### src/rtl/bin_to_bcd_seq.sv
// ---------------------------------------------------------------------------
// bin_to_bcd_seq
//
// Sequential binary-to-BCD converter using shift-and-add-3 ("double dabble").
// One input bit is consumed per clock. The packed BCD result drives the
// per-digit 7-segment decoders of the score display.
//
// Parameters:
//   BIN_W  - width of the binary input; also the conversion length in cycles
//   DIGITS - number of BCD output digits (max value 10^DIGITS - 1)
//
// Ports:
//   clk      in   system clock, rising edge
//   rst_n    in   asynchronous active-low reset
//   start    in   conversion request, accepted only while busy = 0
//   bin      in   [BIN_W-1:0] binary value, sampled on the accepting edge
//   busy     out  conversion in progress
//   done     out  one-cycle strobe; bcd/overflow updated on the same edge
//   bcd      out  [4*DIGITS-1:0] packed digits, digit 0 = ones in [3:0]
//   overflow out  last accepted value exceeded 10^DIGITS - 1
//   blank    out  [DIGITS-1:0] leading-zero blank mask
//                 (only when BCD_BLANK_EN is defined)
//
// Build option:
//   BCD_BLANK_EN - adds the registered leading-zero blank mask output.
// ---------------------------------------------------------------------------
module bin_to_bcd_seq #(
    parameter int BIN_W  = 8,
    parameter int DIGITS = 3
) (
    input  logic                  clk,
    input  logic                  rst_n,
    input  logic                  start,
    input  logic [BIN_W-1:0]      bin,
    output logic                  busy,
    output logic                  done,
    output logic [4*DIGITS-1:0]   bcd,
    output logic                  overflow
`ifdef BCD_BLANK_EN
    ,
    output logic [DIGITS-1:0]     blank
`endif
);

    localparam int SCR_W = 4 * DIGITS;
    localparam int CNT_W = (BIN_W > 1) ? $clog2(BIN_W) : 1;
    localparam logic [CNT_W-1:0] LAST = CNT_W'(BIN_W - 1);

    function automatic logic [63:0] pow10(input int n);
        logic [63:0] p;
        p = 64'd1;
        for (int i = 0; i < n; i++) begin
            p = p * 64'd10;
        end
        return p;
    endfunction

    // Smallest value that no longer fits in DIGITS decimal digits.
    localparam logic [63:0] LIMIT = pow10(DIGITS);

`ifdef BCD_BLANK_EN
    // Reset mask: every digit blanked except the ones digit, so "0" shows.
    localparam logic [DIGITS-1:0] BLANK_RST = ~(DIGITS'(1));
`endif

    typedef enum logic {
        IDLE,
        SHIFT
    } state_t;

    state_t             state_reg;
    logic [BIN_W-1:0]   bin_reg;
    logic [SCR_W-1:0]   scratch_reg;
    logic [CNT_W-1:0]   count_reg;
    logic               ovf_flag_reg;

    logic [SCR_W-1:0]   scratch_next;
    logic [DIGITS-1:0]  ge5;
    logic [DIGITS-1:0]  carry_in;
    logic               ovf_in;

    assign ovf_in = 64'(bin) >= LIMIT;

    // The bit shifted into the ones digit comes from the top of the binary
    // register; each higher digit receives the top bit of the adjusted digit
    // below it.
    assign carry_in[0] = bin_reg[BIN_W-1];

    // Add-3-then-shift per digit. For any legal digit (0..9) the adjusted
    // value's bit 3 equals (digit >= 5), so that comparison doubles as the
    // carry into the next digit and only the low three adjusted bits are
    // needed. The top digit's carry out is simply dropped; overflow
    // saturation covers that case.
    genvar gi;
    generate
        for (gi = 0; gi < DIGITS; gi++) begin : g_digit
            logic [3:0] digit;
            logic [2:0] low3;
            assign digit   = scratch_reg[4*gi +: 4];
            assign ge5[gi] = (digit >= 4'd5);
            assign low3    = ge5[gi] ? (digit[2:0] + 3'd3) : digit[2:0];
            assign scratch_next[4*gi +: 4] = {low3, carry_in[gi]};
            if (gi < DIGITS - 1) begin : g_carry
                assign carry_in[gi+1] = ge5[gi];
            end
        end
    endgenerate

`ifdef BCD_BLANK_EN
    logic [DIGITS-1:0] blank_next;

    // A digit is blanked when it and every digit above it are zero; the
    // ones digit is never blanked.
    assign blank_next[0] = 1'b0;
    generate
        for (gi = 1; gi < DIGITS; gi++) begin : g_blank
            assign blank_next[gi] = ~|scratch_next[SCR_W-1:4*gi];
        end
    endgenerate
`endif

    always_ff @(posedge clk or negedge rst_n) begin
        if (!rst_n) begin
            state_reg    <= IDLE;
            bin_reg      <= '0;
            scratch_reg  <= '0;
            count_reg    <= '0;
            ovf_flag_reg <= 1'b0;
            busy         <= 1'b0;
            done         <= 1'b0;
            bcd          <= '0;
            overflow     <= 1'b0;
`ifdef BCD_BLANK_EN
            blank        <= BLANK_RST;
`endif
        end else begin
            done <= 1'b0;
            case (state_reg)
                IDLE: begin
                    if (start) begin
                        bin_reg      <= bin;
                        scratch_reg  <= '0;
                        count_reg    <= '0;
                        ovf_flag_reg <= ovf_in;
                        busy         <= 1'b1;
                        state_reg    <= SHIFT;
                    end
                end
                SHIFT: begin
                    scratch_reg <= scratch_next;
                    bin_reg     <= bin_reg << 1;
                    count_reg   <= count_reg + 1'b1;
                    if (count_reg == LAST) begin
                        done      <= 1'b1;
                        busy      <= 1'b0;
                        overflow  <= ovf_flag_reg;
                        state_reg <= IDLE;
                        if (ovf_flag_reg) begin
                            bcd <= {DIGITS{4'h9}};
                        end else begin
                            bcd <= scratch_next;
                        end
`ifdef BCD_BLANK_EN
                        if (ovf_flag_reg) begin
                            blank <= '0;
                        end else begin
                            blank <= blank_next;
                        end
`endif
                    end
                end
                default: begin
                    state_reg <= IDLE;
                end
            endcase
        end
    end

endmodule

### config.mk
export PLATFORM = sky130hd
export DESIGN_NAME = bin_to_bcd_seq
export DESIGN_NICKNAME = d
export VERILOG_FILES = /design/src/rtl/bin_to_bcd_seq.sv
export SDC_FILE = /design/constraint.sdc
export NUM_CORES = 1
export LEC_CHECK = 0
export ABC_AREA = 1
export CAP_MARGIN = 20
export CORE_MARGIN = 5
export CORE_UTILIZATION = 30
export CTS_CLUSTER_SIZE = 20
export DETAILED_ROUTE_END_ITERATION = 10
export SYNTH_ARGS = -nofsm -noshare
export SYNTH_HDL_FRONTEND = slang
export SYNTH_SLANG_ARGS = --single-unit
### constraint.sdc
create_clock -name clk -period 2.9 [get_ports clk]
set_clock_uncertainty 0.15 [all_clocks]
set_input_delay 0.58 -clock clk [delete_from_list [all_inputs] [get_ports clk]]
set_output_delay 0.58 -clock clk [all_outputs]
set_load 0.02 [all_outputs]
==> summary.md, run 1 <==
| Metric | Value |
|---|---|
| Outcome | `finished, final reports clean` |
| Slew Limit Headroom | `0.4356` |
| Multi-input logic area | `660.6 um2` |
| Leak Pwr | `1.036 nW` |
| Crit Reg-Reg Startpoint | `count_reg[0]` |
| Post-CTS Resized | `0` |
| Yosys cell types | `22` |
| Gpl congestion | `0.7584` |
| I/O Buffers | `24` |
| Crit. End Element | `output pin` |
| Drt drc | `0` |
| CTS tree | `built` |
| Main flop type after synthesis | `dfrtp_1` |
| Ys Warns | `0` |
| Die area | `0.007458 mm2` |
| Area grow syn2layout | `21.10%` |
| Startpoint types | `flip-flop` |
| Synthesized Nets | `214` |
| Post-CTS setup buffer count | `0` |
| Slew @ Worst Pin | `846.5 ps` |
| WP data required | `2170 ps` |
| CP max stage cell | `clkdlybuf4s50_1` |
| Crit path max fanout | `2` |
| Peak Freq | `505.7 MHz` |
| Die W | `86.36 um` |
| Post-layout util | `0.3800` |
| Family with the most delay on the worst path | `buffers and inverters` |
| Gr ovfl total | `0` |
| Final hold violation count | `0` |
| Core Area | `0.005574 mm2` |
| CTS max path bufs | `2` |
| Clk sinks | `38` |
| Cell Rows | `27` |
| Antenna viol nets, final | `0` |
| Vias in the first global route | `1406` |
| DR WL/cell | `12.10 um` |
| Die Ht | `86.36 um` |
| Fraction of layout cells with a size suffix above 1 | `0.06335` |
| Final net count | `241` |
| Setup violators final | `0` |
| Gr usage total | `0.1078` |
| Register area share after synthesis | `0.5436` |
| Max-slew violations | `0` |
| Root Driver | `clkbuf_8` |
| TritonCTS Buffers | `5` |
| Ys async rst share | `1.000` |
| Slowest stage delay, CP | `610 ps` |
| Initial DRC count | `81` |
| Post-CTS Hold Fix Bufs | `0` |
| Largest net degree at the start of global routing | `39` |
| Total number of vias | `1346` |
| Max_cap viols | `0` |
| Post-Syn Area | `0.001749 mm2` |
| Number of flops mapped to enable cells by yosys | `0` |
| ANT cells | `0` |
| Worst reg-to-reg path cell count | `6` |
| Initial Util | `0.3138` |
| Initial antenna violation count | `0` |
| CTS H-tree lvls | `2` |
| R2r endpoint | `bcd[6]` |
| Synthesized area per cell | `8.970 um2` |
| Worst Setup Path Type | `flip-flop to output pin` |
| RSZ-0062 raised after global routing | `no` |
| Routed WL | `3.545 mm` |
| Register area | `950.9 um2` |
| Setup_tns | `0 ps` |
| Critical path cell sequence | `clkdlybuf4s50_1` |
| Crit path buffers/inverters | `1` |
| Fillers | `590` |
| Pwr per Cell Area | `1170 mW/mm2` |
| Min Tclk post-route | `1977 ps` |
| Reg2reg setup slack | `1230 ps` |
| Critical Path AT | `1250 ps` |
| Synth Instances | `195` |
| Router iterations before antenna repair | `4` |
| Hold Crit Class | `input port to async pin` |
| Fin crit share | `0.6819` |
| IO Pins | `26` |
| Number of vias per cell | `4.594` |
| First-pass GRT wire length | `6.361 mm` |
| #FFs+latches synth | `38` |
| Worst-Skew Late Latency | `290 ps` |
| Dpl hpwl | `2.509 mm` |
| Clock-pin slew of the registers on the worst-case setup and hold paths | `70 ps` |
| VDD IR max | `0.3111 mV` |
[Yosys cell counts (2+ instances only)]
cell type | number | share of area
a22o_1 | 2 | 0.010
buf_6 | 3 | 0.019
dfrtp_1 | 38 | 0.54
ha_1 | 8 | 0.057
inv_1 | 17 | 0.036
inv_2 | 2 | 0.0043
nand2_1 | 68 | 0.15
nand3_1 | 21 | 0.060
nand4_1 | 4 | 0.014
nor2_1 | 6 | 0.013
o211ai_1 | 2 | 0.0086
o21ai_0 | 11 | 0.031
o22ai_1 | 4 | 0.014
[worst max-delay path by stage]
stage / cells after the start / to / slack [ps] / startpoint
final: 1 / bcd[3] / 920 / bcd[3]
after global routing: 1 / bcd[3] / 860 / bcd[3]
after CTS: 1 / bcd[3] / 890 / bcd[3]
after detailed placement: 5 / count_reg[2] / 1100 / start
after global placement: 5 / count_reg[2] / 1120 / start
after floorplan: 6 / bcd[10] / 1550 / count_reg[0]
[metrics by stage]
stage          power [mW]  setup slack (ps)  cell area [um2]  instances  hold WS, ps
5_1_grt             2.724             855.2             2118        293        321.1
6_report            2.479             922.5             2118        293        241.3
3_3_place_gp        2.110              1122             2036        287        312.2
3_5_place_dp        2.149              1097             2036        287        316.3
2_1_floorplan       1.760              1546             1749        195        134.4
4_1_cts             2.517             892.0             2118        293        273.1
[kinds of logic (layout without fill, tap and decap cells)]
logic type | count (synthesis) | in the layout | share of synthesized area
compound gates | 21 | 21 | 0.07009
fa+ha+maj | 8 | 8 | 0.05723
simple gates | 101 | 101 | 0.2482
buf+inv | 26 | 52 | 0.07868
flops | 38 | 38 | 0.5436
other cells | 1 | 1 | 0.002144
[layer usage]
layer	global-route usage	up-vias	share of wire
li1	-	681	-
met5	0	-	0
met4	0.03966	0	0.016
met1	0.1243	636	0.45
met3	0.03612	5	0.056
met2	0.1850	24	0.48
[cells in the final DEF (no fill, tap or decap)]
cell type and n:
o22ai_1 4, nand4_1 4, buf_2 1, clkbuf_8 6, a22o_1 2, a21oi_1 1, nand2_2 1, nand2_1 68
ha_1 8, dfrtp_1 38, nor2_1 6, o21ai_0 11, inv_1 17, clkdlybuf4s50_1 23, nand3_1 21, nand2_8 1
conb_1 1, inv_6 1, buf_4 1, o21ai_1 1, inv_2 2, inv_8 1, o211ai_1 2
[cell type report]
cell class / count / share of cell area
Clock buffer: 6 / 0.03898
Inverter: 21 / 0.04312
Tap cell: 72 / 0.04253
Multi-Input combinational cell: 131 / 0.3119
Timing Repair Buffer: 25 / 0.1146
Sequential cell: 38 / 0.4489
[power breakdown]
group | switching [mW] | internal (mW) | leakage (nW)
clock | 0.178 | 0.183 | 0.0431
combinational | 0.718 | 0.476 | 0.522
sequential | 0.138 | 0.786 | 0.471
Note: power is estimated with default switching activity, not from simulation.
==> run 2: changes to the inputs <==
- clock period: 2.9 -> 1.8 ns (I/O delays scaled with it)
==> summary.md, run 2 (synthesized netlist as in run 1, its figures left out) <==
| Metric | Value |
|---|---|
| I/O Buffers | `24 (unchanged)` |
| RSZ-0062 raised after global routing | `no` |
| Vias in the first global route | `1278 (-9.1%)` |
| Area grow syn2layout | `25.61%` |
| Leak Pwr | `1.148 nW (+11%)` |
| Die Ht | `86.36 um (unchanged)` |
| Min Tclk post-route | `1754 ps` |
| Router iterations before antenna repair | `4 (unchanged)` |
| Largest net degree at the start of global routing | `21 (-46%)` |
| Initial antenna violation count | `0 (unchanged)` |
| Die W | `86.36 um (unchanged)` |
| Routed WL | `3.530 mm (-0.42%)` |
| Peak Freq | `570.2 MHz` |
| Fillers | `563 (-4.6%)` |
| First-pass GRT wire length | `5.947 mm (-6.5%)` |
| TritonCTS Buffers | `5 (unchanged)` |
| Max-slew violations | `0 (unchanged)` |
| CTS max path bufs | `2 (unchanged)` |
| Critical Path AT | `1240 ps (about the same)` |
| CTS tree | `built` |
| Crit path buffers/inverters | `1 (unchanged)` |
| Gr ovfl total | `0 (unchanged)` |
| Family with the most delay on the worst path | `buffers and inverters` |
| Most common cell after layout, fill and taps aside | `nand2_1` |
| Gr usage total | `0.1028 (-0.004972)` |
| Outcome | `finished, final reports clean` |
| Worst Setup Path Type | `flip-flop to output pin` |
| Fin crit share | `0.9743` |
| ANT cells | `0 (unchanged)` |
| CTS H-tree lvls | `2 (unchanged)` |
| Cell Rows | `27 (unchanged)` |
| Antenna viol nets, final | `0 (unchanged)` |
| Hold Crit Class | `flip-flop to flip-flop` |
| Worst reg-to-reg path cell count | `6 (unchanged)` |
| Setup_tns | `0 ps (unchanged)` |
| Initial DRC count | `42 (-48%)` |
| CP max stage cell | `clkdlybuf4s50_1` |
| WP data required | `1290 ps (-880 ps)` |
| VDD IR max | `0.5553 mV (+79%)` |
| Gpl congestion | `0.7261 (-4.3%)` |
| Clk sinks | `38 (unchanged)` |
| Pwr per Cell Area | `1838 mW/mm2 (+57%)` |
| Initial Util | `0.3138 (unchanged)` |
| Root Driver | `clkbuf_8` |
| IO Pins | `26 (unchanged)` |
| Critical path cell sequence | `clkdlybuf4s50_1` |
| Crit. End Element | `output pin` |
| Worst-Skew Late Latency | `290 ps (about the same)` |
| Fraction of layout cells with a size suffix above 1 | `0.08333 (+0.01998)` |
| Startpoint types | `flip-flop` |
| WHS Path Cells | `2` |
| Core Area | `0.005574 mm2 (unchanged)` |
| DR WL/cell | `11.77 um (-2.7%)` |
| Dpl cell area | `0.002078 mm2 (+2.1%)` |
| Slowest stage delay, CP | `600 ps (about the same)` |
| Crit path depth | `1 (unchanged)` |
| Total number of vias | `1334 (-0.89%)` |
| Die area | `0.007458 mm2 (unchanged)` |
| Crit path max fanout | `2 (unchanged)` |
| Final net count | `246 (+2.1%)` |
| Final hold violation count | `0 (unchanged)` |
| Drt drc | `0 (unchanged)` |
| Dpl hpwl | `2.494 mm (-0.62%)` |
| Number of vias per cell | `4.447 (-3.2%)` |
| Commonest cells after routing, fill and taps aside | `nand2_1, dfrtp_1, nand3_1` |
| Setup violators final | `0 (unchanged)` |
| Max_cap viols | `0 (unchanged)` |
| Clock-pin slew of the registers on the worst-case setup and hold paths | `80 ps (about the same)` |
| Final instance area | `0.002197 mm2 (+3.7%)` |
run 2: changes by cell type in the layout (fill, tap and decap cells not counted):
cell	previous run	this run
clkdlybuf4s50_1	23	16
dlymetal6s2s_1	0	7
buf_4	1	4
buf_12	0	1
clkbuf_1	0	1
clkinv_2	0	1
dlygate4sd3_1	0	1
run 2: where the power goes:
group / internal (mW) / total, mW / switching, mW / leakage, nW
combinational: 0.789 / 1.95 / 1.16 / 0.629
clock: 0.309 / 0.609 / 0.300 / 0.0482
sequential: 1.27 / 1.48 / 0.215 / 0.471
run 2: routing by layer:
| metal | wire length [um] | global-route usage | share of wire | vias up |
|---|---|---|---|---|
| met5 | 0 | 0 | 0 | - |
| met4 | 45 | 0.04249 | 0.013 | 0 |
| met3 | 195 | 0.03802 | 0.055 | 6 |
| met2 | 1518 | 0.1488 | 0.43 | 27 |
| met1 | 1770 | 0.1380 | 0.50 | 605 |
| li1 | - | - | - | 696 |
run 2: area by class of cell:
class | count | area (um2) | share of cell area
clock buffers | 7 | 86.33 | 0.03929
clock inverters | 1 | 5.005 | 0.002278
inverters | 21 | 91.34 | 0.04157
multi-input cells | 131 | 660.6 | 0.3007
flip-flops and latches | 38 | 950.9 | 0.4328
well taps | 72 | 90.09 | 0.04100
repair buffers | 30 | 312.8 | 0.1424
run 2: worst paths after layout:
check,startpoint,slack [ps],endpoint
max in group asynchronous,rst_n,620,bin_reg[5]
setup / recovery,bcd[1],50,bcd[1]
setup reg to reg,count_reg[0],310,bcd[1]
min in group asynchronous,rst_n,400,scratch_reg[1]
hold reg to reg,bcd[9],330,bcd[9]
hold / removal,bcd[9],330,bcd[9]
run 2: what timing repair did:
| action | in CTS | in global routing |
|---|---|---|
| endpoints found under the setup margin | 0 | 7 |
| setup buffers | 0 | 0 |
| hold buffers | 1 | 0 |
| endpoints found under the hold margin | 18 | 0 |
| gates resized for setup | 0 | 7 |
run 2: stage by stage:
stage	setup WS [ps]	utilization	instances	hold WS (ps)	power [mW]
3_3_place_gp	242.2	0.3728	291	190.6	3.444
6_report	46.31	0.3942	300	325.5	4.039
2_1_floorplan	446.1	-	195	-85.59	2.836
5_1_grt	3.379	0.3942	300	360.0	4.407
4_1_cts	12.58	0.3910	300	335.5	4.101
3_5_place_dp	217.4	0.3728	291	196.9	3.481
==> edit: new RTL, settings of run 1 <==
The option `BCD_BLANK_EN` is turned on by a define.
--- a/src/rtl/bin_to_bcd_seq.sv
+++ b/src/rtl/bin_to_bcd_seq.sv
@@ -24,6 +24,8 @@
 // Build option:
 //   BCD_BLANK_EN - adds the registered leading-zero blank mask output.
 // ---------------------------------------------------------------------------
+`define BCD_BLANK_EN
+
 module bin_to_bcd_seq #(
     parameter int BIN_W  = 8,
     parameter int DIGITS = 3
Check against the original RTL (old outputs only; new: blank): equivalent (equiv_simple and equiv_induct, registers matched by name and starting in step).
==> edit against run 1 <==
- worst setup slack got worse by 0.17 ns
- power grew 7.5%
- final area up 5.4%
- die area grew 3.8%
- area after synthesis rose by 4.4%
- global-route usage decreased by 0.51 points
- largest power group unchanged
- sequential cell count up 2
- wire length up 0.85%
- combinational power grew 5%
- first-iteration DRC count grew 14%
==> edit: results (changes against run 1) <==
status: "complete, no violations"
comb_cell_power_mw: 1.25  # +5%
irDropWorstVdd_uv: 364.1  # +17%
syn_inst: 202  # +3.6%
fillers: 614  # +4.1%
place_area_sq_um: 2126  # +4.4%
cpPeakStageDelay_ns: 0.59  # -0.02 ns
nets: 247  # +2.5%
place_ws_ns: 0.5911  # -0.5060 ns
swShare_pct: 40.65  # -1.0 points
slew_headroom_pct: 40.75  # -2.8 points
dp_cells: 296  # +3.1%
grt_max_degree: 41  # +5.1%
place.gp.congestion: 0.7880  # +3.9%
detail_route.wl_per_cell_um: 11.76  # -2.8%
drive_above_1_share_pct: 8.734  # +2.4 points
p_leak_nw: 1.059  # +2.2%
p_int_mw: 1.581  # +9.4%
grt_use_total_pct: 10.27  # -0.51 points
r2r_start: "state_reg"
ff2ff_path_depth: 3  # -3
synth_fa_ha_area_share_pct: 5.483  # -0.24 points
port_buffers: 26  # +8.3%
dp_hpwl_um: 2595  # +3.4%
dr.pass1.iters: 6  # +2
vias_per_cell: 4.493  # -2.2%
holdWs_ns: 0.2493  # +0.007944 ns
routed_wl_um: 3575  # +0.85%
edit: worst max-delay path by stage:
stage	startpoint	endpoint	slack, ns	depth (start not counted)
after floorplan	count_reg[0]	bcd[10]	1.41	5
final	blank[1]	blank[1]	0.76	1
after detailed placement	start	scratch_reg[2]	0.59	4
after global routing	blank[1]	blank[1]	0.72	1
after CTS	blank[2]	blank[2]	0.74	1
after global placement	start	bin_reg[7]	0.65	4
edit: per-layer routing:
layer / up-vias / track usage (%) / routed length, um
met5: - / 0 / 0
met4: 0 / 4.742 / 68
met3: 7 / 2.258 / 160
met2: 29 / 17.40 / 1733
met1: 628 / 12.41 / 1612
li1: 702 / - / -
edit: final cells by class:
class / count / area [sq um] / share of cell area (%)
tap: 75 / 93.84 / 4.202
sequential: 40 / 1003 / 44.93
clock buffer: 6 / 72.57 / 3.249
inverter: 25 / 93.84 / 4.202
multi-input combinational: 130 / 679.4 / 30.42
timing repair buffer: 26 / 255.2 / 11.43
clock inverter: 2 / 35.03 / 1.569
